File: src/rtl/pipe_pkg.sv
// Shared pipeline types: register id width and the in-flight slot record.
package pipe_pkg;
    localparam int REG_ID_W = 3;
    localparam int NUM_REGS = 8;

    typedef logic [REG_ID_W-1:0] reg_id_t;

    typedef struct packed {
        logic    valid;
        reg_id_t rd;
        logic    is_load;
    } slot_t;

    function automatic logic [NUM_REGS-1:0] rd_onehot(input slot_t s);
        rd_onehot = '0;
        if (s.valid) rd_onehot[s.rd] = 1'b1;
    endfunction
endpackage

File: src/rtl/scoreboard_slot.sv
// One registered in-flight slot with load/hold/clear and a Rs/Rt compare.
module scoreboard_slot
    import pipe_pkg::*;
(
    input  logic    clk,
    input  logic    i_clear,
    input  logic    i_load,
    input  slot_t   i_d,
    input  reg_id_t i_rs,
    input  logic    i_rs_valid,
    input  reg_id_t i_rt,
    input  logic    i_rt_valid,
    output slot_t   o_q,
    output logic    o_match
);
    slot_t r_q;
    logic  w_rs_hit;
    logic  w_rt_hit;

    always_ff @(posedge clk) begin
        if (i_clear) begin
            r_q <= '0;
        end else if (i_load) begin
            r_q <= i_d;
        end
    end

    assign w_rs_hit = i_rs_valid & r_q.valid & (r_q.rd == i_rs);
    assign w_rt_hit = i_rt_valid & r_q.valid & (r_q.rd == i_rt);
    assign o_match  = w_rs_hit | w_rt_hit;
    assign o_q      = r_q;
endmodule

File: src/rtl/hazard_scoreboard.sv
// RAW hazard scoreboard over EX/MEM/WB slots with a saturating stall counter.
// Define HAZARD_FORWARDING_EN to stall only on load-use against the EX slot.
module hazard_scoreboard
    import pipe_pkg::*;
#(
    parameter int NUM_STAGES = 3,
    parameter int CNT_W      = 16
) (
    input  logic                clk,
    input  logic                rst,
    input  logic [REG_ID_W-1:0] id_rs,
    input  logic [REG_ID_W-1:0] id_rt,
    input  logic [REG_ID_W-1:0] id_rd,
    input  logic                id_rs_valid,
    input  logic                id_rt_valid,
    input  logic                id_rd_valid,
    input  logic                id_inst_valid,
    input  logic                id_is_load,
    input  logic                flush,
    input  logic                freeze,
    output logic                stall,
    output logic [NUM_REGS-1:0] busy_mask,
    output logic [CNT_W-1:0]    stall_count
);
    localparam logic [CNT_W-1:0] CNT_MAX = '1;

    slot_t                 w_d [NUM_STAGES];
    slot_t                 w_q [NUM_STAGES];
    logic [NUM_STAGES-1:0] w_match;
    logic                  w_hazard;
    logic [NUM_REGS-1:0]   w_busy;
    logic [CNT_W-1:0]      r_cnt;

    // Slot 0 is EX; a stalled or flushed decode enters as a bubble.
    assign w_d[0] = {id_inst_valid & id_rd_valid & ~stall & ~flush,
                     id_rd, id_is_load};

    for (genvar g = 0; g < NUM_STAGES; g++) begin : g_slot
        if (g > 0) begin : g_chain
            assign w_d[g] = w_q[g-1];
        end
        scoreboard_slot u_slot (
            .clk        (clk),
            .i_clear    (rst),
            .i_load     (~freeze),
            .i_d        (w_d[g]),
            .i_rs       (id_rs),
            .i_rs_valid (id_rs_valid),
            .i_rt       (id_rt),
            .i_rt_valid (id_rt_valid),
            .o_q        (w_q[g]),
            .o_match    (w_match[g])
        );
    end

`ifdef HAZARD_FORWARDING_EN
    assign w_hazard = w_match[0] & w_q[0].is_load;
`else
    assign w_hazard = |w_match;
`endif

    assign stall = id_inst_valid & ~flush & w_hazard;

    always_comb begin
        w_busy = '0;
        for (int i = 0; i < NUM_STAGES; i++) begin
            w_busy = w_busy | rd_onehot(w_q[i]);
        end
    end

    assign busy_mask = w_busy;

    always_ff @(posedge clk) begin
        if (rst) begin
            r_cnt <= '0;
        end else if (~freeze & stall & (r_cnt != CNT_MAX)) begin
            r_cnt <= r_cnt + 1'b1;
        end
    end

    assign stall_count = r_cnt;
endmodule

File: config.mk
export PLATFORM = sky130hd
export DESIGN_NAME = hazard_scoreboard
export DESIGN_NICKNAME = d
export VERILOG_FILES = /design/src/rtl/pipe_pkg.sv /design/src/rtl/scoreboard_slot.sv /design/src/rtl/hazard_scoreboard.sv
export SDC_FILE = /design/constraint.sdc
export NUM_CORES = 1
export LEC_CHECK = 0
export BUFFER_PORTS_ARGS = -buffer_cell sky130_fd_sc_hd__buf_4
export CORE_ASPECT_RATIO = 1.25
export CORE_MARGIN = 5
export CORE_UTILIZATION = 45
export CTS_CLUSTER_DIAMETER = 30
export CTS_CLUSTER_SIZE = 10
export DETAILED_ROUTE_END_ITERATION = 10
export PLACE_DENSITY = 0.69
export SLEW_MARGIN = 40
export SYNTH_ARGS = -nofsm -noshare
export SYNTH_HDL_FRONTEND = slang
export SYNTH_SLANG_ARGS = --single-unit
File: constraint.sdc
create_clock -name clk -period 2.4 [get_ports clk]
set_input_delay 0.12 -clock clk [delete_from_list [all_inputs] [get_ports clk]]
set_output_delay 0.12 -clock clk [all_outputs]
set_load 0.01 [all_outputs]
-- Yosys cells after proc, flatten, opt, wreduce, memory -nomap -nowiden
Cells that the tools add are included.
- bits in registers: 28
- output and inout bits: 25
- logic and storage cells: 61
- bitwise gates (word level): 27
- add/subtract/negate cells: 1
- eq/ne operators: 7
- mux-type cells: 9
- reductions and logical operators: 4
- magnitude comparators: 6
- operators with widths (kind ; number):
    $mux W8 ; 3
    $and A1 B1 Y1 ; 19
    $eq A3 B3 Y1 ; 6
    $add A16 B1 Y16 const B ; 1
    $ne A16 B16 Y1 const B ; 1
    $or A8 B8 Y8 ; 2
    $lt A3 B4 Y1 const B ; 3
    $demux W1 S3 ; 3
    $ge A3 B1 Y1 const B ; 3
    $logic_and A1 B1 Y1 ; 3
    $mux W1 ; 3
    $not A1 Y1 ; 3
    $or A1 B1 Y1 ; 3
    $reduce_or A3 Y1 ; 1

-- Depth between registers and ports, before layout
Gate-level depths: netlist (run 1).
- depth in word-level cells: 8
- mapped depth: 8
- depth with buffers taken out: 6

-- Hierarchy
From an unflattened synthesis (run 1), not the netlist that was laid out.
- cell total of the unflattened synthesis: 218
- area total of the unflattened synthesis: 1955.6 um2
- modules (own cells, without submodules) (module ; sequential area each (um2) ; cells an instance ; times used ; area each (um2)):
    hazard_scoreboard ; 320.3 ; 140 ; 1 ; 1186.1
    scoreboard_slot ; 100.1 ; 26 ; 3 ; 256.5

-- Worst setup path after synthesis (run 1)
No wires, ideal clock.
- kind: reg2reg
- start point: register g_slot[0].u_slot.r_q (netlist bit g_slot[0].u_slot.o_q[2])
- end point: register r_cnt[2] (netlist: stall_count[2])
- buffers on the path: 1
- setup time: 121 ps
- period minus slack after synthesis: 2012 ps
- stages on the path, launching flop included: 8
- slack: 388 ps
- arrival time: 1891 ps
- path through: dfxtp_1 > buf_4 > xor2_1 > nor4_1 > or4_4 > or2_4 > and3_2 > mux2_4
- cells in the longest elaborated chain, start to end: 7
- elaborated cells between the ends (all ways): 9
- RTL lines (item ; line ; source):
    start, declared ; scoreboard_slot.sv:16 ; slot_t r_q;
    start signal, assigned ; scoreboard_slot.sv:24 ; r_q <= i_d;
    $eq A3 B3 Y1 (on tied branches) ; scoreboard_slot.sv:28, scoreboard_slot.sv:29 ;
    $and A1 B1 Y1 (on tied branches) ; scoreboard_slot.sv:28, scoreboard_slot.sv:29 ;
    $or A1 B1 Y1 (*) ; scoreboard_slot.sv:30 ; assign o_match = w_rs_hit | w_rt_hit;
    $reduce_or A3 Y1 (*) ; hazard_scoreboard.sv:59 ; assign w_hazard = |w_match;
    $and A1 B1 Y1 (*) ; hazard_scoreboard.sv:62 ; assign stall = id_inst_valid & ~flush & w_hazard;
    $and A1 B1 Y1 (*) (2 in a row) ; hazard_scoreboard.sv:76 ; end else if (~freeze & stall & (r_cnt != CNT_MAX)) begin
    end signal, assigned ; hazard_scoreboard.sv:77 ; r_cnt <= r_cnt + 1'b1;
    end, declared ; hazard_scoreboard.sv:32 ; logic [CNT_W-1:0] r_cnt;
Mark *: on every way between the ends. The rest lies on a longest branch, timed or not.
A chain may end at the register's enable or synchronous reset.

-- Worst setup path after layout (run 1)
- start point: register g_slot[1].u_slot.r_q (netlist bit g_slot[1].u_slot.o_q[2])
- end point: output stall
- cells in the longest elaborated chain, start to end: 5
- elaborated cells between the ends (all ways): 7
- RTL lines (item ; line ; source):
    start, declared ; scoreboard_slot.sv:16 ;
    start signal, assigned ; scoreboard_slot.sv:24 ;
    $eq A3 B3 Y1 (on tied branches) ; scoreboard_slot.sv:28, scoreboard_slot.sv:29 ;
    $and A1 B1 Y1 (on tied branches) ; scoreboard_slot.sv:28, scoreboard_slot.sv:29 ;
    $or A1 B1 Y1 (*) ; scoreboard_slot.sv:30 ;
    $reduce_or A3 Y1 (*) ; hazard_scoreboard.sv:59 ;
    $and A1 B1 Y1 (*) ; hazard_scoreboard.sv:62 ;
    end, declared ; hazard_scoreboard.sv:21 ; output logic stall,
Marks and branches as above.

==> flow_summary_export.csv, run 1 <==
group,metric,value,unit
cells_and_area,fin_cells,304,
cells_and_area,fin_nets,270,
logic_synthesis,synth-seq-cells,28,
clock_tree,post_cts_buffers,0,
power,swShare,23.08,%
grt,grt_util_all_layers,16.57,%
logic_synthesis,synth_top_area_share,31.89,%
placement,hpwlAfterDp,3190,µm
routing,vias,1641,
sta,slew_violations,0,
clock_tree,cts_tree,"yes",
cells_and_area,fill_cells,362,
floorplan,die_h,79.88,µm
routing,wl_per_cell,13.77,µm
floorplan,dieArea,5264,µm²
placement,place_ws,0.2631,ns
cells_and_area,diodes,0,
sta,max_freq,0.4575,GHz
clock_tree,cts_max_path_buffers,2,
sta,worst_clock_skew,0.004108,ns
sta,period_needed,2.186,ns
clock_tree,ctsResizeCount,0,
grt,antenna_found_initial,0,
power,vdd_ir_drop_max,0.2828,mV
critical_path,start_kind,"flop",
run_status,outcome,"finished clean",
sta,worst_slack,0.2143,ns
logic_synthesis,synth_ff_type,"dfxtp_1",
floorplan,dieWidth,65.91,µm
floorplan,start_util,46.45,%
cells_and_area,final_cell_mix,"buf_4, dfxtp_1, nor2_1",
logic_synthesis,ys_types,49,
clock_tree,ctsHoldBuffers,0,
clock_tree,clkSinkCount,28,
critical_path,critical_path_peak_fanout,4,
clock_tree,cts-root-buf,"clkbuf_8",
floorplan,io_pins,43,
logic_synthesis,syn-num-nets,230,
logic_synthesis,synthTopCellsByArea,"dfxtp_1, mux2i_1, xor2_1",
critical_path,r2r_end,"stall_count[14]",
sta,slew_headroom,75.57,%
critical_path,path_cells,"xor2_1, nor4_1, or4_4, or2_4, and2_2, buf_4",
clock_tree,clkLatencyLatePin,0.27,ns
power,p_leak,0.8735,nW
critical_path,crit_cells,6,
critical_path,cp.required,2.28,ns
logic_synthesis,synth-seq-area-share,31.89,%
logic_synthesis,netlist_area,1758,µm²
power,switchingPower,200.3,µW
floorplan,core_area,3785,µm²
power,seq_power_share,55.3,%
critical_path,reg2reg_depth,7,
cells_and_area,synthToLayoutAreaGrowth,23.35,%
routing,ant_nets,0,
placement,place_congestion,0.9082,
sta,period_share,91.07,%
critical_path,crit_path_start,"g_slot[1].u_slot.o_q[2]",
critical_path,worst_path_max_delay_cell,"or4_4",
cells_and_area,drive_above_1_share,26.80,%
sta,fin_tns_setup,0,ns
grt,grt_pass1_wl,7017,µm
critical_path,regToRegSetupSlack,0.27,ns
power,pwr-share-clk,33.2,%
critical_path,cp_num_buf_inv,1,
job,max-cap-violations,0,
critical_path,slowest_delay,0.54,ns
power,p_comb_share,11.6,%
placement,dpl.cell_count,300,
critical_path,endpoint,"stall",
grt,grt_pass1_vias,1568,
routing,via_per_inst,5.398,
logic_synthesis,syn_avg_cell_area,8.331,µm²
logic_synthesis,ys_async_sr_fraction,0,%
sta,worstMarginPinSlew,0.3660,ns
sta,report.final.setup_viol,0,
routing,first_pass_iters,4,
routing,drt_iter0_drc,88,
grt,overflow,0,
floorplan,row_count,25,
power,intPower,667.6,µW
min_path,min_path_type,"in2reg",
critical_path,cp_top_family,"simple AND/OR/NAND/NOR gates",
critical_path,cp-end-kind,"output port",
sta,rsz0062_at_grt,"false",
critical_path,crit_type,"reg2out",
routing,wirelength,4186,µm
power,powerDensity,400.3,nW/µm²
logic_synthesis,yosysTopAreaCell,"dfxtp_1",
routing,drc,0,
sta,hold_viol,0,
logic_synthesis,syn_inst,211,
cells_and_area,mostFrequentLayoutCell,"buf_4",
clock_tree,numCtsBuffers,3,
cells_and_area,utilization,57.29,%
grt,grt_max_degree,34,
critical_path,timing.rr.start,"stall_count[0]",
placement,numPortBuffers,41,
clock_tree,cts.clk_slew.worst_paths,0.09,ns
logic_synthesis,yosysWarnings,0,
clock_tree,h-tree-depth,1,
critical_path,crit_arrival,2.07,ns
logic_synthesis,synth_edf_count,0,
## sequential cells by signal, indices dropped and copies added (netlist names)
register and count:
g_slot.u_slot.o_q 12, stall_count 16
## power groups by stage
stage | clock network, mW | registers, mW | logic, mW
3_3_place_gp | 0 | 0.491 | 0.0999
4_1_cts | 0.300 | 0.480 | 0.101
5_1_grt | 0.323 | 0.481 | 0.110
2_1_floorplan | 0 | 0.484 | 0.0679
3_5_place_dp | 0 | 0.491 | 0.101
6_report | 0.288 | 0.480 | 0.100
## cell usage after synthesis (all sizes together) (4+ instances only)
cell type,n
nor2b,5
dfxtp,28
or3,7
o21ai,8
nor2,21
a21oi,9
nor4,4
inv,5
nand3,6
xor2,13
o31ai,4
xnor2,6
and3,4
buf,9
nand2,17
nand2b,6
mux2i,12
clkbuf,5
or4,4
mux2,4
nor3,7
## tightest hold or removal path: cells and delay by family
kind,cells,cell delay (ns)
muxes,1,0.05
and+or+nand+nor,1,0.07
buffers and inverters,1,0.08
## metrics by stage
stage	hold WS [ns]	cell area, µm²	total power [mW]
5_1_grt	0.08526	2168	0.9138
4_1_cts	0.08101	2168	0.8809
3_5_place_dp	0.3669	2113	0.5914
2_1_floorplan	0.2639	1758	0.5515
6_report	0.08382	2168	0.8679
3_3_place_gp	0.3607	2113	0.5906
## layer usage
layer | vias to the layer above | GRT usage (%) | part of all wire, %
li1 | 834 | - | -
met1 | 762 | 19.36 | 44
met2 | 40 | 30.39 | 51
met3 | 5 | 2.676 | 4.3
met4 | 0 | 4.772 | 0.96
met5 | - | 0 | 0
## worst min path at each step
stage               startpoint                      end  cells past startpoint  slack [ns]
floorplan             id_rd[0]  g_slot[0].u_slot.o_q[1]                      2        0.26
global placement      id_rd[0]  g_slot[0].u_slot.o_q[1]                      3        0.36
detailed placement    id_rd[0]  g_slot[0].u_slot.o_q[1]                      3        0.37
CTS                   id_rd[0]  g_slot[0].u_slot.o_q[1]                      3        0.08
global route          id_rd[1]  g_slot[0].u_slot.o_q[2]                      3        0.09
finish                id_rd[0]  g_slot[0].u_slot.o_q[1]                      3        0.08
## cell families (layout without fill, tap and decap cells)
group	after synthesis	after routing	share of synthesized area, %
buffers and inverters	19	58	5.623
and+or+nand+nor	93	93	28.19
adders and majority gates	1	1	0.7116
AOI/OAI and AO/OA	35	35	14.52
xor gates and xnor gates	19	19	9.466
muxes	16	16	9.608
DFF	28	28	31.89
## cell type report
cell class	instances	area [µm²]	area share, %
Multi-Input combinational cell	164	1099	50.66
Sequential cell	28	560.5	25.85
Timing Repair Buffer	49	367.9	16.96
Tap cell	54	67.56	3.116
Clock buffer	4	55.05	2.539
Inverter	5	18.77	0.8656
Note: power is estimated with default switching activity, not from simulation.
==> run 2, diff against run 1 <==
CORE_ASPECT_RATIO = not set   (was 1.25)
CTS_BUF_LIST = sky130_fd_sc_hd__clkbuf_8   (was not set)
==> flow_summary_export.csv, run 2 (synthesis results as in run 1) <==
group,metric,value,unit
sta,slew_violations,0,
placement,place_congestion,0.7988,
cells_and_area,largest_register_ffs,16,
sta,period_needed,2.194,ns
placement,place_ws,0.2473,ns
routing,vias,1609,
clock_tree,cts_max_path_buffers,2,
grt,grt_max_degree,34,
grt,grt_pass1_wl,6831,µm
floorplan,dieWidth,72.50,µm
critical_path,start_kind,"flop",
floorplan,core_area,3716,µm²
routing,first_pass_iters,4,
cells_and_area,synthToLayoutAreaGrowth,22.56,%
sta,worst_clock_skew,0.007286,ns
grt,antenna_found_initial,0,
sta,slew_headroom,74.40,%
min_path,min_path_type,"in2reg",
grt,grt_util_all_layers,15.55,%
floorplan,start_util,47.31,%
cells_and_area,fill_cells,360,
grt,grt_pass1_vias,1513,
floorplan,die_h,72.50,µm
floorplan,io_pins,43,
cells_and_area,final_cell_mix,"buf_4, dfxtp_1, nor2_1",
sta,max_freq,0.4559,GHz
routing,drc,0,
clock_tree,numCtsBuffers,3,
critical_path,crit_type,"reg2out",
routing,drt_iter0_drc,106,
critical_path,cp-end-kind,"output port",
job,max-cap-violations,0,
routing,wl_per_cell,13.61,µm
clock_tree,ctsResizeCount,0,
cells_and_area,mostFrequentLayoutCell,"buf_4",
clock_tree,clkLatencyLatePin,0.27,ns
routing,ant_nets,0,
min_path,hold_depth,3,
grt,overflow,0,
clock_tree,cts.clk_slew.worst_paths,0.08,ns
critical_path,slowest_delay,0.55,ns
critical_path,cp.required,2.28,ns
run_status,outcome,"finished clean",
cells_and_area,drive_above_1_share,26.80,%
routing,wirelength,4057,µm
critical_path,worst_path_max_delay_cell,"or4_4",
sta,worst_slack,0.2063,ns
cells_and_area,fin_cells,298,
sta,hold_viol,0,
critical_path,path_cells,"xor2_1, nor4_1, or4_4, or2_4, and2_2, buf_4",
floorplan,dieArea,5256,µm²
clock_tree,cts_tree,"yes",
sta,worstMarginPinSlew,0.3840,ns
clock_tree,post_cts_buffers,0,
clock_tree,clkSinkCount,28,
routing,via_per_inst,5.399,
sta,fin_tns_setup,0,ns
placement,numPortBuffers,41,
cells_and_area,utilization,57.98,%
cells_and_area,fin_nets,271,
clock_tree,ctsHoldBuffers,0,
placement,dpl.cell_count,295,
critical_path,reg2reg_depth,7,
power,vdd_ir_drop_max,0.1972,mV
power,p_leak,0.8731,nW
power,powerDensity,381.4,nW/µm²
sta,rsz0062_at_grt,"false",
placement,hpwlAfterDp,3140,µm
clock_tree,h-tree-depth,1,
clock_tree,cts-root-buf,"clkbuf_8",
critical_path,crit_arrival,2.07,ns
critical_path,critical_path_peak_fanout,4,
sta,report.final.setup_viol,0,
sta,period_share,91.40,%
floorplan,row_count,22,
cells_and_area,diodes,0,
-- run 2: cell types whose count changed in the layout (fill, tap and decap cells not counted) --
cell	delta
buf_4	+1
clkbuf_8	-1
-- run 2: path summary, 6_finish.rpt --
path | startpoint | endpoint | slack [ns]
worst max-delay path | g_slot[1].u_slot.o_q[2] | stall | 0.21
worst min-delay path | id_rd[1] | g_slot[0].u_slot.o_q[2] | 0.09
worst max register to register | stall_count[2] | stall_count[14] | 0.24
worst min register to register | stall_count[9] | stall_count[9] | 0.52
-- run 2: power by group --
part           internal, mW  switching, mW
combinational        0.0503         0.0489
sequential            0.470        0.00962
clock                 0.112          0.130
-- run 2: critical path, delay by kind of cell, from the launching register on --
family | cells | cell delay [ns]
buf+inv | 1 | 0.14
xor+xnor | 1 | 0.18
flops | 1 | 0.42
simple gates | 4 | 1.07
-- run 2: final cells by class --
cell class              instances  area, µm²  area share [%]
flip-flops and latches         28      560.5           26.02
multi-input cells             164       1099           50.99
repair buffers                 50      375.4           17.42
clock buffers                   3      41.29           1.916
inverters                       5      18.77          0.8711
well taps                      48      60.06           2.787
-- run 2: metal layers --
layer | global-route usage (%) | up-vias | part of all wire, %
met5 | 0 | - | 0
met3 | 1.939 | 2 | 4.6
met1 | 22.21 | 738 | 48
met2 | 25.38 | 38 | 47
met4 | 2.664 | 0 | 0.32
li1 | - | 831 | -
-- run 2: metrics by stage --
| step | hold WS, ns | power (mW) | cell area, µm² |
|---|---|---|---|
| 6_report | 0.08602 | 0.8218 | 2155 |
| 5_1_grt | 0.08117 | 0.8689 | 2155 |
| 4_1_cts | 0.08016 | 0.8394 | 2155 |
| 3_5_place_dp | 0.3611 | 0.5906 | 2113 |
| 3_3_place_gp | 0.3499 | 0.5892 | 2113 |
| 2_1_floorplan | 0.2639 | 0.5515 | 1758 |
==> run 3, diff against run 2 <==
CTS_CLUSTER_DIAMETER = 50   (was 30)
PLACE_DENSITY = 0.72   (was 0.69)
clock period = 1.9 ns   (was 2.4 ns; I/O delays follow)
==> flow_summary_export.csv, run 3 (synthesis results as in run 1) <==
group,metric,value,unit
run_status,outcome,"complete, but fails checks",
run_status,violations,"setup timing",
power,vdd_ir_drop_max,0.3436,mV
sta,worst_clock_skew,0.002561,ns
cells_and_area,drive_above_1_share,45.20,%
floorplan,die_h,72.50,µm
critical_path,path_cells,"xor2_1, nor4_1, or4_4, or2_4, and2_4, buf_6",
min_path,whs_endpoint,"g_slot[0].u_slot.o_q[1]",
floorplan,core_area,3716,µm²
routing,vias,1783,
sta,worst_slack,-0.2065,ns
sta,hold_viol,0,
critical_path,timing.rr.start,"g_slot[1].u_slot.o_q[3]",
critical_path,reg2reg_depth,7,
clock_tree,clkSinkCount,28,
power,p_comb_share,11.9,%
critical_path,crit_arrival,2.01,ns
sta,slew_headroom,73.76,%
cells_and_area,fin_nets,301,
cells_and_area,synthToLayoutAreaGrowth,46.62,%
critical_path,cp-end-kind,"output port",
grt,grt_pass1_wl,7948,µm
grt,grt_util_all_layers,18.94,%
floorplan,start_util,47.31,%
grt,antenna_found_initial,0,
placement,place_congestion,0.8866,
routing,wirelength,4988,µm
sta,rsz0062_at_grt,"true",
critical_path,cp.required,1.80,ns
critical_path,r2r_end,"stall_count[15]",
critical_path,start_kind,"flop",
critical_path,slowest_delay,0.55,ns
routing,wl_per_cell,15.16,µm
cells_and_area,mostFrequentLayoutCell,"buf_4",
clock_tree,numCtsBuffers,3,
min_path,hp-start,"id_rd[0]",
placement,hpwlAfterDp,3539,µm
sta,period_share,110.9,%
power,intPower,950.7,µW
sta,report.final.setup_viol,18,
min_path,min_path_type,"in2reg",
clock_tree,cts_max_path_buffers,2,
critical_path,crit_type,"reg2out",
grt,grt_max_degree,34,
placement,numPortBuffers,41,
routing,ant_nets,0,
clock_tree,clkLatencyLatePin,0.28,ns
floorplan,row_count,22,
clock_tree,cts_tree,"yes",
job,max-cap-violations,0,
grt,overflow,0,
floorplan,io_pins,43,
power,p_leak,1.063,nW
power,powerDensity,480.5,nW/µm²
clock_tree,cts-root-buf,"clkbuf_8",
cells_and_area,diodes,0,
cells_and_area,fill_cells,306,
critical_path,critical_path_peak_fanout,4,
cells_and_area,largest_register_ffs,16,
sta,max_freq,0.4747,GHz
routing,drt_iter0_drc,76,
power,switchingPower,287.8,µW
power,seq_power_share,48.8,%
sta,slew_violations,0,
clock_tree,h-tree-depth,1,
critical_path,worst_path_max_delay_cell,"or4_4",
floorplan,dieWidth,72.50,µm
min_path,hold_depth,3,
clock_tree,cts.clk_slew.worst_paths,0.10,ns
routing,first_pass_iters,4,
grt,grt_pass1_vias,1670,
cells_and_area,final_cell_mix,"buf_4, nor2_1, dfxtp_1",
sta,period_needed,2.107,ns
power,swShare,23.24,%
sta,worstMarginPinSlew,0.3921,ns
sta,fin_hold_ws,0.04484,ns
critical_path,regToRegSetupSlack,-0.18,ns
clock_tree,ctsHoldBuffers,0,
sta,fin_tns_setup,-1.897,ns
routing,via_per_inst,5.419,
floorplan,dieArea,5256,µm²
routing,drc,0,
power,pwr-share-clk,39.2,%
run 3: cell count changes in the layout (fill, tap and decap cells not counted), moves of 3 or more:
cell     change
a21oi_1      -6
a21oi_2      +6
buf_4       +23
buf_6        +7
dfxtp_1      -9
dfxtp_2      +9
o21ai_0      -3
run 3: critical path: cells and delay by family (launching register included):
family	cells	cell delay [ns]
XOR/XNOR	1	0.20
buffers and inverters	1	0.11
flip-flops	1	0.37
AND/OR/NAND/NOR	4	1.05
run 3: timing repair:
item                                    4_1_cts  5_1_grt
cloned                                        0        1
endpoints found under the setup margin       15       18
resized for setup                            15       27
buffers inserted                              2        1
pin swaps                                     9       11
run 3: cell type report:
type                       count  area [µm²]  share of cell area (%)
multi-input combinational    164        1229                   47.67
timing repair buffer          80       626.9                   24.32
sequential                    28       571.8                   22.18
tap                           48       60.06                   2.330
clock buffer                   3       41.29                   1.602
clock inverter                 1       30.03                   1.165
inverter                       5       18.77                  0.7282
run 3: worst max-delay path by stage:
stage,start,to,cells past startpoint
floorplan,g_slot[1].u_slot.o_q[2],stall_count[2],7
global placement,g_slot[1].u_slot.o_q[3],stall_count[2],6
detailed placement,g_slot[1].u_slot.o_q[3],stall_count[2],6
CTS,g_slot[1].u_slot.o_q[3],stall,6
global route,g_slot[1].u_slot.o_q[3],stall,6
finish,g_slot[1].u_slot.o_q[3],stall,6
run 3: per-layer routing:
layer  share of wire (%)  global-route usage [%]
met5                   0                       0
met4                 2.1                   6.762
met3                 5.4                   2.770
met2                  48                   30.54
met1                  45                   25.72
run 3: stage by stage:
stage / std cells / instance area (µm²) / utilization (%) / setup slack [ns] / power, mW
CTS: 327 / 2462 / 66.26 / -0.1349 / 1.224
floorplan: 211 / 1785 / - / -0.09102 / 0.6994
global placement: 321 / 2321 / 62.46 / -0.08568 / 0.7540
global route: 329 / 2577 / 69.36 / -0.2486 / 1.277
finish: 329 / 2577 / 69.36 / -0.2065 / 1.238
detailed placement: 321 / 2321 / 62.46 / -0.1018 / 0.7558
run 3: power by group through the flow:
stage | clock [mW] | sequential (mW) | combinational, mW
6_report | 0.486 | 0.605 | 0.148
5_1_grt | 0.510 | 0.606 | 0.161
4_1_cts | 0.478 | 0.605 | 0.142
3_5_place_dp | 0 | 0.618 | 0.138
3_3_place_gp | 0 | 0.617 | 0.137
2_1_floorplan | 0 | 0.612 | 0.0878
